<file path="src/rtl/uart_stress_pkg.sv">
// Shared constants for the UART stress loopback generator: state encoding and defaults.
package uart_stress_pkg;

  localparam logic [1:0] ST_IDLE      = 2'd0;
  localparam logic [1:0] ST_SEND      = 2'd1;
  localparam logic [1:0] ST_WAIT_ECHO = 2'd2;
  localparam logic [1:0] ST_DONE      = 2'd3;

  typedef enum logic [1:0] {
    S_IDLE      = ST_IDLE,
    S_SEND      = ST_SEND,
    S_WAIT_ECHO = ST_WAIT_ECHO,
    S_DONE      = ST_DONE
  } state_t;

  localparam int DEF_COUNT   = 256;
  localparam int DEF_TIMEOUT = 100000;

endpackage

</file>
<file path="src/rtl/uart_stress_gen_timer.sv">
// Per-byte echo timeout counter; o_expire pulses while enabled at count TIMEOUT-1.
module stress_timer #(
  parameter int TIMEOUT = 16
) (
  input  logic i_clk,
  input  logic i_rst,
  input  logic i_clr,
  input  logic i_en,
  output logic o_expire
);

  localparam int W = $clog2(TIMEOUT);
  localparam logic [W-1:0] LAST = W'(TIMEOUT - 1);

  logic [W-1:0] r_cnt;

  always_ff @(posedge i_clk or posedge i_rst) begin
    if (i_rst) begin
      r_cnt <= '0;
    end else if (i_clr) begin
      r_cnt <= '0;
    end else if (i_en) begin
      r_cnt <= (r_cnt == LAST) ? '0 : r_cnt + 1'b1;
    end
  end

  // Combinational so the loss is scored in the same cycle the count reaches LAST.
  assign o_expire = i_en && (r_cnt == LAST);

endmodule

</file>
<file path="src/rtl/uart_stress_gen.sv">
// Lock-step UART loopback generator/checker: sends an incrementing byte, scores each echo,
// and declares the byte lost after TIMEOUT cycles with no echo.
module uart_stress_gen
  import uart_stress_pkg::*;
#(
  parameter int COUNT   = DEF_COUNT,
  parameter int CNT_W   = 16,
  parameter int TIMEOUT = DEF_TIMEOUT
) (
  input  logic             SYSCLK,
  input  logic             SYSRST,
  input  logic             START,
  input  logic             TX_READY,
  output logic             TX_VALID,
  output logic [7:0]       TX_DATA,
  input  logic             RX_VALID,
  input  logic [7:0]       RX_DATA,
  output logic             BUSY,
  output logic             DONE,
  output logic [CNT_W-1:0] GOOD,
  output logic [CNT_W-1:0] BAD,
  output logic [CNT_W-1:0] LOST
);

  localparam logic [CNT_W-1:0] MAXV   = '1;
  localparam logic [CNT_W-1:0] LAST_Q = CNT_W'(COUNT);

  state_t           r_state;
  logic [CNT_W-1:0] r_seq;
  logic [CNT_W-1:0] r_good;
  logic [CNT_W-1:0] r_bad;
  logic [CNT_W-1:0] r_lost;
  logic             r_tx_valid;
  logic [7:0]       r_tx_data;

  logic             w_tmr_clr;
  logic             w_tmr_en;
  logic             w_expire;
  logic [CNT_W-1:0] w_seq_nxt;
  logic             w_last;

  assign w_tmr_clr = (r_state == S_SEND) && TX_READY;
  assign w_tmr_en  = (r_state == S_WAIT_ECHO) && !RX_VALID;
  assign w_seq_nxt = r_seq + 1'b1;
  assign w_last    = (w_seq_nxt == LAST_Q);

  stress_timer #(
    .TIMEOUT (TIMEOUT)
  ) u_timer (
    .i_clk    (SYSCLK),
    .i_rst    (SYSRST),
    .i_clr    (w_tmr_clr),
    .i_en     (w_tmr_en),
    .o_expire (w_expire)
  );

  always_ff @(posedge SYSCLK or posedge SYSRST) begin
    if (SYSRST) begin
      r_state    <= S_IDLE;
      r_seq      <= '0;
      r_good     <= '0;
      r_bad      <= '0;
      r_lost     <= '0;
      r_tx_valid <= 1'b0;
      r_tx_data  <= 8'h00;
    end else begin
      r_tx_valid <= 1'b0;
      case (r_state)
        S_IDLE, S_DONE: begin
          if (START) begin
            r_seq   <= '0;
            r_good  <= '0;
            r_bad   <= '0;
            r_lost  <= '0;
            r_state <= S_SEND;
          end
        end
        S_SEND: begin
          // Nothing is outstanding here, so any received byte is stray.
          if (RX_VALID && (r_bad != MAXV)) r_bad <= r_bad + 1'b1;
          if (TX_READY) begin
            r_tx_valid <= 1'b1;
            r_tx_data  <= r_seq[7:0];
            r_state    <= S_WAIT_ECHO;
          end
        end
        S_WAIT_ECHO: begin
          if (RX_VALID || w_expire) begin
            if (RX_VALID) begin
              if (RX_DATA == r_seq[7:0]) begin
                if (r_good != MAXV) r_good <= r_good + 1'b1;
              end else begin
                if (r_bad != MAXV) r_bad <= r_bad + 1'b1;
              end
            end else if (r_lost != MAXV) begin
              r_lost <= r_lost + 1'b1;
            end
            r_seq   <= w_seq_nxt;
            r_state <= w_last ? S_DONE : S_SEND;
          end
        end
        default: r_state <= S_IDLE;
      endcase
    end
  end

  assign TX_VALID = r_tx_valid;
  assign TX_DATA  = r_tx_data;
  assign BUSY     = (r_state == S_SEND) || (r_state == S_WAIT_ECHO);
  assign DONE     = (r_state == S_DONE);
  assign GOOD     = r_good;
  assign BAD      = r_bad;
  assign LOST     = r_lost;

endmodule

</file>
<file path="config.mk">
export PLATFORM = sky130hd
export DESIGN_NAME = uart_stress_gen
export DESIGN_NICKNAME = d
export VERILOG_FILES = /design/src/rtl/uart_stress_pkg.sv /design/src/rtl/uart_stress_gen_timer.sv /design/src/rtl/uart_stress_gen.sv
export SDC_FILE = /design/constraint.sdc
export NUM_CORES = 1
export LEC_CHECK = 0
export BUFFER_PORTS_ARGS = -buffer_cell sky130_fd_sc_hd__buf_2
export CORE_ASPECT_RATIO = 0.75
export CORE_MARGIN = 3
export CORE_UTILIZATION = 58
export DETAILED_ROUTE_END_ITERATION = 8
export PLACE_DENSITY = 0.8
export SYNTH_ARGS = -nofsm -noshare
export SYNTH_HDL_FRONTEND = slang
export SYNTH_HIERARCHICAL = 1
export SYNTH_SLANG_ARGS = --single-unit
</file>
<file path="constraint.sdc">
create_clock -name SYSCLK -period 3.31 [get_ports SYSCLK]
set_input_delay 0.331 -clock SYSCLK [delete_from_list [all_inputs] [get_ports SYSCLK]]
set_output_delay 0.331 -clock SYSCLK [all_outputs]
set_load 0.03 [all_outputs]
</file>
==> results.cfg <==
[power]
leakagePower_nw = 2.718
p_sw_w = 0.001246
power_frac_seq_pct = 37.6
sw_frac_of_total_pct = 37.12
p_int_w = 0.002110
comb_power_share_pct = 31.3
total_power_w = 0.003356
peakVddDrop_mv = 0.3378
cellPowerDensity_nw_per_um2 = 565.5
pwr-share-clk_pct = 31.1

[sta]
fin_crit_ns = 3.166
rsz0062_at_grt = no
setup-tns-final_ns = 0
hold_slack_ns = 0.08064
setup_viol = 0
max_freq_mhz = 315.9
fin_ws_ns = 0.1443
drv_slew = 0
hold_viol = 0
skew_ns = 0.005067
max_slew_margin_pct = 47.94
tightestPinTransition_ns = 0.7798
layout_worst_path_cycle_share_pct = 95.64

[cts]
clockRootBuffer = clkbuf_16
postCtsHoldBufs = 0
cts_tree = built
clk_pin_slew_worst_paths_ns = 0.07
cts_resized = 0
clkLatencyLatePin_ns = 0.34
post-cts-setup-buffers = 0
h-tree-depth = 3
cts_buffer_depth = 2
cts_buffers = 9
cts.sinks = 92

[yosys]
yosysSeqAreaShare_pct = 44.51
avgSynthCellArea_um2 = 9.074
synth_nets = 591
ys_warn_count = 6
yosys_most_used_dff = dfrtp_1
synth.distinct_cells = 61
synthCells = 570
netlist_area_um2 = 5172
synth_edf_count = 0
synth-seq-cells = 92
synthArstFlopShare_pct = 100.0

[global_route]
grt_max_degree = 40
antenna_found_initial = 0
grt_pass1_wl_um = 20400
track_usage_pct = 25.20
grt_pass1_vias = 4242
grt_remaining_overflow = 0

[flow_run]
drv_cap = 0

[setup_path]
required_ns = 3.59
crit_path_end_kind = register
criticalPathCategory = reg -> reg
crit_arrival_ns = 3.45
cp_max_fo = 11
critPathLaunchType = register

[die]
std_cell_rows = 29
die_h_um = 87.79
die_w_um = 115.0
design.core.area_um2 = 8563
initial_core_util_pct = 60.40
die_area_um2 = 10100
io_pins = 72

[finish]
area_delta_synth_final_pct = 14.73
drive_gt1_share_pct = 19.41
antenna_cells = 0
nets = 655

[route]
wire_per_inst_um = 16.35
drt_pass1_iterations = 5
finalWirelength_um = 12210
viasPerCell = 6.201
drc = 0
drtIter0Drc = 337
num_vias = 4632
ant_nets = 0

[place]
hpwlAfterDp_um = 8432
pre_cts_slack_ns = 0.1216
gp_congestion = 0.8663
port_buffers = 71

[worst_hold_path]
hp-class = in -> async

[run_status]
run_status = completed
[per-layer routing]
metal,vias up,track usage [%],share of wire (%)
met5,-,0,0
met4,0,7.463,1.5
met3,20,6.146,5.8
met2,142,39.02,46
met1,2249,35.47,47
li1,2221,-,-
[layout make-up]
cell class	instances	area, um^2
Fill cell	656	2629
Clock buffer	10	239.0
Tap cell	108	135.1
Multi-Input combinational cell	433	2680
Sequential cell	92	2302
Inverter	15	56.30
Clock inverter	6	63.81
Timing Repair Buffer	83	457.9
[worst max-delay path, stage by stage (launching register included)]
cell     delay [ns]
dfrtp_1        0.41
or4b_1         0.51
or4_4          0.56
nor2_4         0.15
o21a_4         0.17
o21ai_1        0.08
or3_1          0.38
a21o_2         0.27
or4_1          0.48
nand2_1        0.10
[worst paths after layout]
| kind | cells past startpoint | slack [ns] | startpoint | endpoint |
|---|---|---|---|---|
| setup / recovery | 9 | 0.14 | u_timer/r_cnt[8]$_DFFE_PP0P_ | LOST[15]$_DFFE_PP0P_ |
| hold / removal | 2 | 0.08 | SYSRST | u_timer/r_cnt[1]$_DFFE_PP0P_ |
| setup reg to reg | 9 | 0.14 | u_timer/r_cnt[8]$_DFFE_PP0P_ | LOST[15]$_DFFE_PP0P_ |
| max in group asynchronous | 3 | 2.49 | SYSRST | r_seq[1]$_DFFE_PP0P_ |
| min in group SYSCLK | 4 | 0.34 | TX_READY | r_state[0]$_DFFE_PP0P_ |
| hold reg to reg | 1 | 0.51 | TX_DATA[2]$_DFFE_PP0P_ | TX_DATA[2]$_DFFE_PP0P_ |
[cell families after synthesis]
logic type | after synthesis | synth area share (%)
flops | 92 | 44.51
simple gates | 250 | 25.04
mux | 13 | 2.734
buf+inv | 45 | 3.870
xor+xnor | 30 | 5.080
compound gates | 132 | 16.84
fa+ha+maj | 8 | 1.935
[synthesized netlist by cell type, types with 8 or more instances]
cell type  instances  share of area, %
nand4_1           21               2.5
o211ai_1           8               1.2
o21ai_0           35               3.4
nor3_1             8              0.77
mux2_2             9               2.0
a21oi_1           19               1.8
nand3_1           34               3.3
nand2b_1           9               1.1
or4_1             10               1.5
o21ai_1           14               1.4
ha_1               8               1.9
nand2_1           69               5.0
dfrtp_1           92                45
clkbuf_1          16               1.2
buf_2             10              0.97
nor2_1            46               3.3
o31ai_1           18               2.6
or3_1              8              0.97
xor2_1            10               1.7
xnor2_1           20               3.4
and3_1            11               1.3
nor4_1             8              0.97
inv_1             15               1.1
[through the flow]
| stage | utilization, % | instance area (um^2) | std cells |
|---|---|---|---|
| 2_1_floorplan | - | 5172 | 570 |
| 3_3_place_gp | 65.65 | 5622 | 731 |
| 3_5_place_dp | 65.65 | 5622 | 731 |
| 4_1_cts | 69.18 | 5924 | 747 |
| 5_1_grt | 69.30 | 5934 | 747 |
| 6_report | 69.30 | 5934 | 747 |
[power by group through the flow]
stage          Clock, W  Combinational, W  Sequential, W
2_1_floorplan         0          0.000723        0.00133
3_3_place_gp          0           0.00101        0.00128
3_5_place_dp          0           0.00104        0.00128
4_1_cts         0.00106           0.00104        0.00126
5_1_grt         0.00111           0.00116        0.00128
6_report        0.00104           0.00105        0.00126
[state kept, by name, summed over array words and instances, names as in the netlist]
signal	count
TX_DATA	8
r_state	2
LOST	16
TX_VALID	1
BAD	16
r_seq	16
GOOD	16
u_timer/r_cnt	17
[cells in the final DEF (no fill, tap or decap), types with 9 or more instances in the layout]
| cell | n |
|---|---|
| nand2_1 | 69 |
| xnor2_1 | 20 |
| mux2_2 | 9 |
| dfrtp_1 | 92 |
| or4_1 | 10 |
| and3_1 | 11 |
| nand2b_1 | 9 |
| nand3_1 | 34 |
| nand4_1 | 21 |
| a21oi_1 | 19 |
| o21ai_1 | 14 |
| clkbuf_16 | 9 |
| inv_1 | 14 |
| buf_4 | 11 |
| o31ai_1 | 18 |
| nor2_1 | 45 |
| o21ai_0 | 35 |
| xor2_1 | 10 |
| buf_2 | 71 |
No activity file was read; power rests on OpenSTA's default activity.
